==> config.mk <==
export PLATFORM = sky130hd
export DESIGN_NAME = stream_rr_arbiter
export DESIGN_NICKNAME = d
export VERILOG_FILES = /design/src/rtl/stream_rr_arbiter_pkg.sv /design/src/rtl/stream_rr_arbiter_rr_pick.sv /design/src/rtl/stream_rr_arbiter.sv
export SDC_FILE = /design/constraint.sdc
export NUM_CORES = 1
export LEC_CHECK = 0
export CAP_MARGIN = 20
export CORE_UTILIZATION = 35
export CTS_CLUSTER_DIAMETER = 120
export CTS_CLUSTER_SIZE = 14
export DETAILED_ROUTE_END_ITERATION = 8
export GPL_ROUTABILITY_DRIVEN = 0
export GPL_TIMING_DRIVEN = 0
export PLACE_DENSITY = 0.78
export SLEW_MARGIN = 20
export SYNTH_ARGS = -nofsm -noshare
export SYNTH_HDL_FRONTEND = slang
export SYNTH_SLANG_ARGS = --single-unit
==> constraint.sdc <==
create_clock -name clk_i -period 7.75 [get_ports clk_i]
set_clock_uncertainty 0.05 [all_clocks]
set_input_delay 2.325 -clock clk_i [delete_from_list [all_inputs] [get_ports clk_i]]
set_output_delay 2.325 -clock clk_i [all_outputs]
set_load 0.02 [all_outputs]
==> src/rtl/stream_rr_arbiter_pkg.sv <==
// Shared types and helpers for the round-robin stream arbiter.
package stream_rr_arbiter_pkg;

   // Arbiter is either free to pick a new packet or locked to one channel.
   typedef enum logic {
      IDLE   = 1'b0,
      LOCKED = 1'b1
   } arb_state_e;

   // Width of a channel index; never narrower than one bit.
   function automatic int id_width_f(input int n);
      return (n <= 2) ? 1 : $clog2(n);
   endfunction

endpackage

==> src/rtl/stream_rr_arbiter_rr_pick.sv <==
// Combinational round-robin search: first asserted request at or after ptr,
// wrapping around to channel 0.
module stream_rr_arbiter_rr_pick
   import stream_rr_arbiter_pkg::*;
#(
   parameter int num_req_p  = 4,
   parameter int id_width_p = id_width_f(num_req_p)
) (
   input  logic [num_req_p-1:0]  req,
   input  logic [id_width_p-1:0] ptr,
   output logic                  found,
   output logic [id_width_p-1:0] grant
);

   // Two passes: channels ptr..N-1 first, then the wrapped range 0..ptr-1.
   always_comb begin
      found = 1'b0;
      grant = '0;
      for (int k = 0; k < num_req_p; k++) begin
         if (!found && req[k] && (k >= int'(ptr))) begin
            found = 1'b1;
            grant = id_width_p'(k);
         end
      end
      for (int k = 0; k < num_req_p; k++) begin
         if (!found && req[k]) begin
            found = 1'b1;
            grant = id_width_p'(k);
         end
      end
   end

endmodule

==> src/rtl/stream_rr_arbiter.sv <==
// Merges several valid/ready producer streams onto one registered output
// stream. Packets are never interleaved: once a multi-beat packet starts,
// the winning channel keeps the grant until its last beat is accepted.
module stream_rr_arbiter
   import stream_rr_arbiter_pkg::*;
#(
   parameter int width_p    = 8,
   parameter int num_req_p  = 4,
   parameter int id_width_p = id_width_f(num_req_p)
) (
   input  logic                         clk_i,
   input  logic                         reset_i,
   input  logic [num_req_p*width_p-1:0] data_i,
   input  logic [num_req_p-1:0]         valid_i,
   input  logic [num_req_p-1:0]         last_i,
   output logic [num_req_p-1:0]         ready_o,
   output logic                         valid_o,
   output logic [width_p-1:0]           data_o,
   output logic [id_width_p-1:0]        id_o,
   output logic                         last_o,
   input  logic                         ready_i
);

   arb_state_e              state, state_nxt;
   logic [id_width_p-1:0]   ptr, ptr_nxt;
   logic [id_width_p-1:0]   lock_id, lock_nxt;
   logic [id_width_p-1:0]   grant, sel;
   logic                    found, can_take, sel_valid, accept, sel_last;
   logic [width_p-1:0]      sel_data;

   // Successor of a channel index, wrapping from the last channel to 0.
   function automatic logic [id_width_p-1:0] next_idx(input logic [id_width_p-1:0] i);
      if (int'(i) >= num_req_p - 1) return '0;
      return i + 1'b1;
   endfunction

   stream_rr_arbiter_rr_pick #(
      .num_req_p  (num_req_p),
      .id_width_p (id_width_p)
   ) u_pick (
      .req   (valid_i),
      .ptr   (ptr),
      .found (found),
      .grant (grant)
   );

   // Grant selection: the locked channel wins outright, otherwise the
   // round-robin pick; the output register must have room to take a beat.
   always_comb begin
      can_take  = ~valid_o | ready_i;
      sel       = (state == LOCKED) ? lock_id : grant;
      sel_valid = (state == LOCKED) | found;
      ready_o   = '0;
      if (!reset_i && sel_valid && can_take) ready_o[sel] = 1'b1;
      accept    = |(valid_i & ready_o);
      sel_data  = data_i[sel*width_p +: width_p];
      sel_last  = last_i[sel];
   end

   // Next-state logic for the packet lock and the round-robin pointer.
   always_comb begin
      state_nxt = state;
      ptr_nxt   = ptr;
      lock_nxt  = lock_id;
      case (state)
         IDLE: begin
            if (accept) begin
               if (sel_last) begin
                  ptr_nxt = next_idx(sel);
               end else begin
                  state_nxt = LOCKED;
                  lock_nxt  = sel;
               end
            end
         end
         LOCKED: begin
            if (accept && sel_last) begin
               state_nxt = IDLE;
               ptr_nxt   = next_idx(lock_id);
            end
         end
      endcase
   end

   // Arbitration state registers.
   always_ff @(posedge clk_i) begin
      if (reset_i) begin
         state   <= IDLE;
         ptr     <= '0;
         lock_id <= '0;
      end else begin
         state   <= state_nxt;
         ptr     <= ptr_nxt;
         lock_id <= lock_nxt;
      end
   end

   // Output stage: loads on accept, drains on downstream ready, holds otherwise.
   always_ff @(posedge clk_i) begin
      if (reset_i) begin
         valid_o <= 1'b0;
         data_o  <= '0;
         id_o    <= '0;
         last_o  <= 1'b0;
      end else if (accept) begin
         valid_o <= 1'b1;
         data_o  <= sel_data;
         id_o    <= sel;
         last_o  <= sel_last;
      end else if (ready_i) begin
         valid_o <= 1'b0;
      end
   end

endmodule
==> reports/qor.yml, run 1 <==
tightestPinTransition_ps: 512
crit_type: "input port to primary output"
post-route-drc-count: 0
drt_iter0_markers: 39
syn_area_um2: 1170
ys_warn_count: 0
fin_tns_setup_ps: 0
cts_root_buffer: "clkbuf_4"
cts_max_level: 1
syn_area_per_cell_um2: 9.12
final_max_slew_viol_count: 0
clockBufferDepth: 2
min_to: "last_o"
relSlewSlack: 0.659
hold_start: "last_o"
r2r_end: "data_o[1]"
cts_resized: 0
finalNetCount: 239
insertedDiodeCount: 0
synth_top_area_share: 0.292
vias: 1250
clock.fmax_mhz: 135
post-route-min-period_ps: 7380
ant_nets: 0
r2r_slack_ps: 4340
syn_nets: 176
cts_tree: "yes"
r2r_start: "ptr[1]"
grt_pass1_vias: 1337
synthDistinctLibCells: 39
track_usage: 0.212
grt_first_pass_wirelength_mm: 5.64
wl_per_cell_um: 14.6
start_util: 0.376
cts.sinks: 17
endpoint_kind: "primary output"
fin_util: 0.590
power_density_nw_per_um2: 282
dieArea_um2: 3570
setup_viol: 0
syn_to_final_growth_pct: 56.8
rows: 20
outcome: "complete, no violations"
die_h_um: 59.8
synth_top_cell_by_area: "dfxtp_1"
min_path_type: "register to register"
multi_input_area_um2: 761
ctsHoldBuffers: 0
die_w_um: 59.8
grt.overflow.total: 0
area.sequential_um2: 340
viasPerCell: 5.34
routed_wirelength_mm: 3.41
n_fill_cell: 301
reg2regPathDepth: 15
ir_drop_v: 0.000170
cts-buffers-inserted: 3
cts_setup_buffers: 0
yosys-top-cells-area: "dfxtp_1 29%, mux2i_1 15%, o221ai_1 6.0%, nand3b_1 5.8%, ha_1 5.4%"
p_leak_nw: 0.751
synthCells: 128
worstPathArrival_ps: 5010
start_kind: "input port"
dp_hpwl_mm: 2.70
crit_fanout: 11
synth-seq-cells: 17
critPathRequiredTime_ps: 5380
drt_pass1_iterations: 4
cap_violations: 0
rsz0062_at_grt: "no"
layout-drive-gt1-share: 0.0789
core_area_um2: 3100
clk_pin_slew_ps: 100
power_mw: 0.516
worstSkewPairLatency_ps: 300
grt_max_degree: 12
period_share: 0.953
hold_violations: 0
antenna_found_initial: 0
port_buffers: 58
ys_seq_area_frac: 0.292
top_level_ports: 59
hold-path-cell-count: 2
-- worst max-delay path by stage --
| stage | start | end | slack [ps] |
|---|---|---|---|
| final | valid_i[0] | ready_o[3] | 370 |
| after global routing | valid_i[0] | ready_o[2] | 220 |
| after CTS | valid_i[0] | ready_o[3] | 350 |
| after detailed placement | valid_i[0] | ready_o[3] | 360 |
| after global placement | valid_i[0] | ready_o[3] | 470 |
| after floorplan | valid_i[3] | ready_o[2] | 1630 |
-- kinds of logic after synthesis --
kind of cell,Yosys count,share of synthesized area
simple gates,39,0.196
compound gates,36,0.238
mux,19,0.164
flops,17,0.292
buf+inv,12,0.0568
fa+ha+maj,5,0.0536
-- layer usage --
metal	up-vias	wire length, um	GRT usage
met1	589	1410	0.230
li1	608	-	-
met4	0	55	0.110
met3	6	237	0.0498
met2	47	1700	0.378
met5	-	0	0
-- flip-flops by register name, summed over array words and instances, names as in the netlist, named ones only --
signal,cells
last_o,1
data_o,8
valid_o,1
lock_id,2
id_o,2
ptr,2
-- area by class of cell --
class | count | area share
Tap cell | 44 | 0.0301
Multi-Input combinational cell | 99 | 0.416
Timing Repair Buffer | 58 | 0.317
Clock inverter | 1 | 0.00273
Clock buffer | 3 | 0.0123
Buffer | 6 | 0.0239
Sequential cell | 17 | 0.186
Inverter | 6 | 0.0123
-- stage by stage --
step / instances / instance area (um2) / setup slack [ps] / hold slack (ps)
floorplan: 128 / 1170 / 1630 / 416
global placement: 230 / 1800 / 471 / 398
detailed placement: 230 / 1800 / 361 / 408
CTS: 234 / 1830 / 351 / 423
global route: 234 / 1830 / 225 / 435
finish: 234 / 1830 / 368 / 424
-- synth_stat cells (all sizes together) --
| cell | number |
|---|---|
| o211a | 1 |
| o32ai | 1 |
| a21oi | 7 |
| and2 | 6 |
| inv | 6 |
| o31a | 1 |
| mux2i | 18 |
| o31ai | 1 |
| a221oi | 1 |
| a21bo | 1 |
| dfxtp | 17 |
| nor2 | 5 |
| a31oi | 1 |
| nand2 | 8 |
| a211oi | 1 |
| nor4b | 1 |
| nor3 | 3 |
| o21ai | 4 |
| mux2 | 1 |
| ha | 5 |
| o211ai | 1 |
| nand3 | 2 |
| a22oi | 3 |
| a21o | 1 |
| a221o | 2 |
| a2111oi | 1 |
| nand3b | 9 |
| buf | 5 |
| o221ai | 8 |
| nor2b | 2 |
| clkbuf | 1 |
| nand2b | 3 |
| a21boi | 1 |
-- placed cells by master, fill, tap and decap left out, drive strengths merged, types with 2 or more instances in the layout --
master and count:
a221o 2, clkbuf 4, nor2b 2, nor2 5, clkdlybuf4s50 58, nor3 3
nand3b 9, a21oi 7, dfxtp 17, buf 5, nand2 8, nand2b 3
o221ai 8, inv 6, ha 5, and2 6, mux2i 18, nand3 2
a22oi 3, o21ai 4
-- report_power, final --
| group | switching, mW | internal, mW | total, mW |
|---|---|---|---|
| registers | 0.0182 | 0.118 | 0.137 |
| logic | 0.171 | 0.160 | 0.330 |
| clock network | 0.0304 | 0.0192 | 0.0496 |
| total | 0.219 | 0.297 | 0.516 |
-- critical path: stages --
cell and delay [ps]:
clkdlybuf4s50_1 550, nor2b_1 170, o21ai_1 70, a221o_1 420, nand2_2 150, buf_6 190
buf_8 170, inv_1 80, ha_1 220, and2_1 130, clkdlybuf4s50_1 530
Power figures use the tool's default switching activity.
==> inputs of run 2 (changes only) <==
Settings changed: CORE_UTILIZATION 35 to 43, PLACE_DENSITY 0.78 to 0.91, SETUP_SLACK_MARGIN set to 0.4.
==> run 2 against run 1 <==
Effect of this change: critical path depth unchanged; utilization increased by 13 points; worst setup slack improved by 370 ps; sequential share of layout area increased by 0.077 points; total power about the same; count of clock-buffer cells in the layout unchanged; critical endpoint unchanged; hold slack got worse by 14 ps; critical path type unchanged; largest power group unchanged; wire length decreased by 6.3%; final area decreased by 0.41%; sequential cell count unchanged; combinational power about the same.
==> reports/qor.yml, run 2 (synthesis gave the netlist of run 1 again) <==
final_common_cell: "clkdlybuf4s50_1"
path_depth: 11
rows: 18
cts-buffers-inserted: 3
n_fill_cell: 204
drt_iter0_markers: 45
finalNetCount: 239
die_h_um: 54.1
clk_pin_slew_ps: 100
vias: 1250
relSlewSlack: 0.674
hold_violations: 0
p_leak_nw: 0.818
die_w_um: 54.1
multi_input_area_um2: 761
fin_util: 0.723
critical_path.top_delay_family: "buffers and inverters"
ir_drop_v: 0.000193
endpoint_kind: "primary output"
cts.sinks: 17
start_kind: "input port"
worst_path_max_delay_cell: "clkdlybuf4s50_1"
setup_viol: 0
outcome: "complete, no violations"
grt_pass1_vias: 1165
insertedDiodeCount: 0
track_usage: 0.235
fin_tns_setup_ps: 0
crit_fanout: 11
min_path_type: "register to register"
cts_max_level: 1
post-route-drc-count: 0
regMostFlops: "data_o"
grt_first_pass_wirelength_mm: 4.87
final_max_slew_viol_count: 0
critPathBufInv: 5
post-route-min-period_ps: 7010
antenna_found_initial: 0
tightestPinTransition_ps: 486
area.sequential_um2: 340
largest_reg_flops: 8
core_area_um2: 2520
critPathRequiredTime_ps: 5380
layout-drive-gt1-share: 0.0789
layout_common_cells: "54 x clkdlybuf4s50_1, 18 x mux2i_1, 17 x dfxtp_1"
timing.hold.ws_ps: 410
dieArea_um2: 2930
crit_type: "input port to primary output"
port_buffers: 58
hold-path-cell-count: 2
rsz0062_at_grt: "no"
wl_per_cell_um: 14.5
grt.overflow.total: 0
worstPathArrival_ps: 4640
viasPerCell: 5.68
cap_violations: 0
syn_to_final_growth_pct: 56.2
worstSkewPairLatency_ps: 290
clockBufferDepth: 2
reg2regPathDepth: 15
clock.fmax_mhz: 143
ant_nets: 0
power_density_nw_per_um2: 283
cp_cell_sequence: "clkdlybuf4s50_1 > nor2b_1 > o21ai_1 > a221o_1 > nand2_2 > buf_6 > buf_8 > inv_1 > ha_1 > and2_1 > dlymetal6s2s_1"
cts_setup_buffers: 0
power_mw: 0.516
cts_tree: "yes"
placed_cell_area_um2: 1790
dp_hpwl_mm: 2.56
top_level_ports: 59
cts_root_buffer: "clkbuf_4"
grt_max_degree: 12
slowest_delay_ps: 540
start_util: 0.463
period_share: 0.905
drt_pass1_iterations: 4
routed_wirelength_mm: 3.19
finalInstanceArea_um2: 1820
==> run 2: what timing repair did <==
action,4_1_cts,5_1_grt
hold buffers,0,0
setup endpoints to repair,0,4
gates resized for setup,0,4
==> run 2: per-stage QoR <==
stage	worst slack, ps	cells
finish	737	220
global route	604	220
floorplan	1630	128
global placement	467	216
detailed placement	422	216
CTS	420	220
==> run 2: worst paths after layout <==
| check | from | endpoint | slack, ps |
|---|---|---|---|
| min reg2reg | last_o | last_o | 410 |
| min | last_o | last_o | 410 |
| max | valid_i[0] | ready_o[3] | 740 |
| max reg2reg | ptr[1] | data_o[4] | 4370 |
==> run 2: area by class of cell <==
cell class,instances,share of cell area
inverter,6,0.0124
sequential,17,0.187
timing repair buffer,58,0.324
multi-input combinational,99,0.417
clock buffer,3,0.0124
clock inverter,1,0.00275
buffer,6,0.0240
tap,30,0.0206
==> run 2: power by group <==
group          internal, mW  leakage, nW  switching (mW)  total (mW)
Combinational         0.158        0.661           0.171       0.329
Sequential            0.118        0.139          0.0201       0.139
Clock                0.0192       0.0177          0.0297      0.0489
Total                 0.296        0.818           0.220       0.516
==> run 2: tightest hold or removal path, delay by kind of cell, from the launching register on <==
| family | cells | cell delay, ps |
|---|---|---|
| AND/OR/NAND/NOR | 1 | 50 |
| AO/OA/AOI/OAI | 1 | 50 |
| flip-flops | 1 | 320 |
==> run 2: per-layer routing <==
| metal | track usage | vias to the layer above | share of wire |
|---|---|---|---|
| li1 | - | 609 | - |
| met1 | 0.268 | 561 | 0.39 |
| met2 | 0.399 | 74 | 0.51 |
| met3 | 0.0706 | 6 | 0.093 |
| met4 | 0.107 | 0 | 0.014 |
| met5 | 0 | - | 0 |
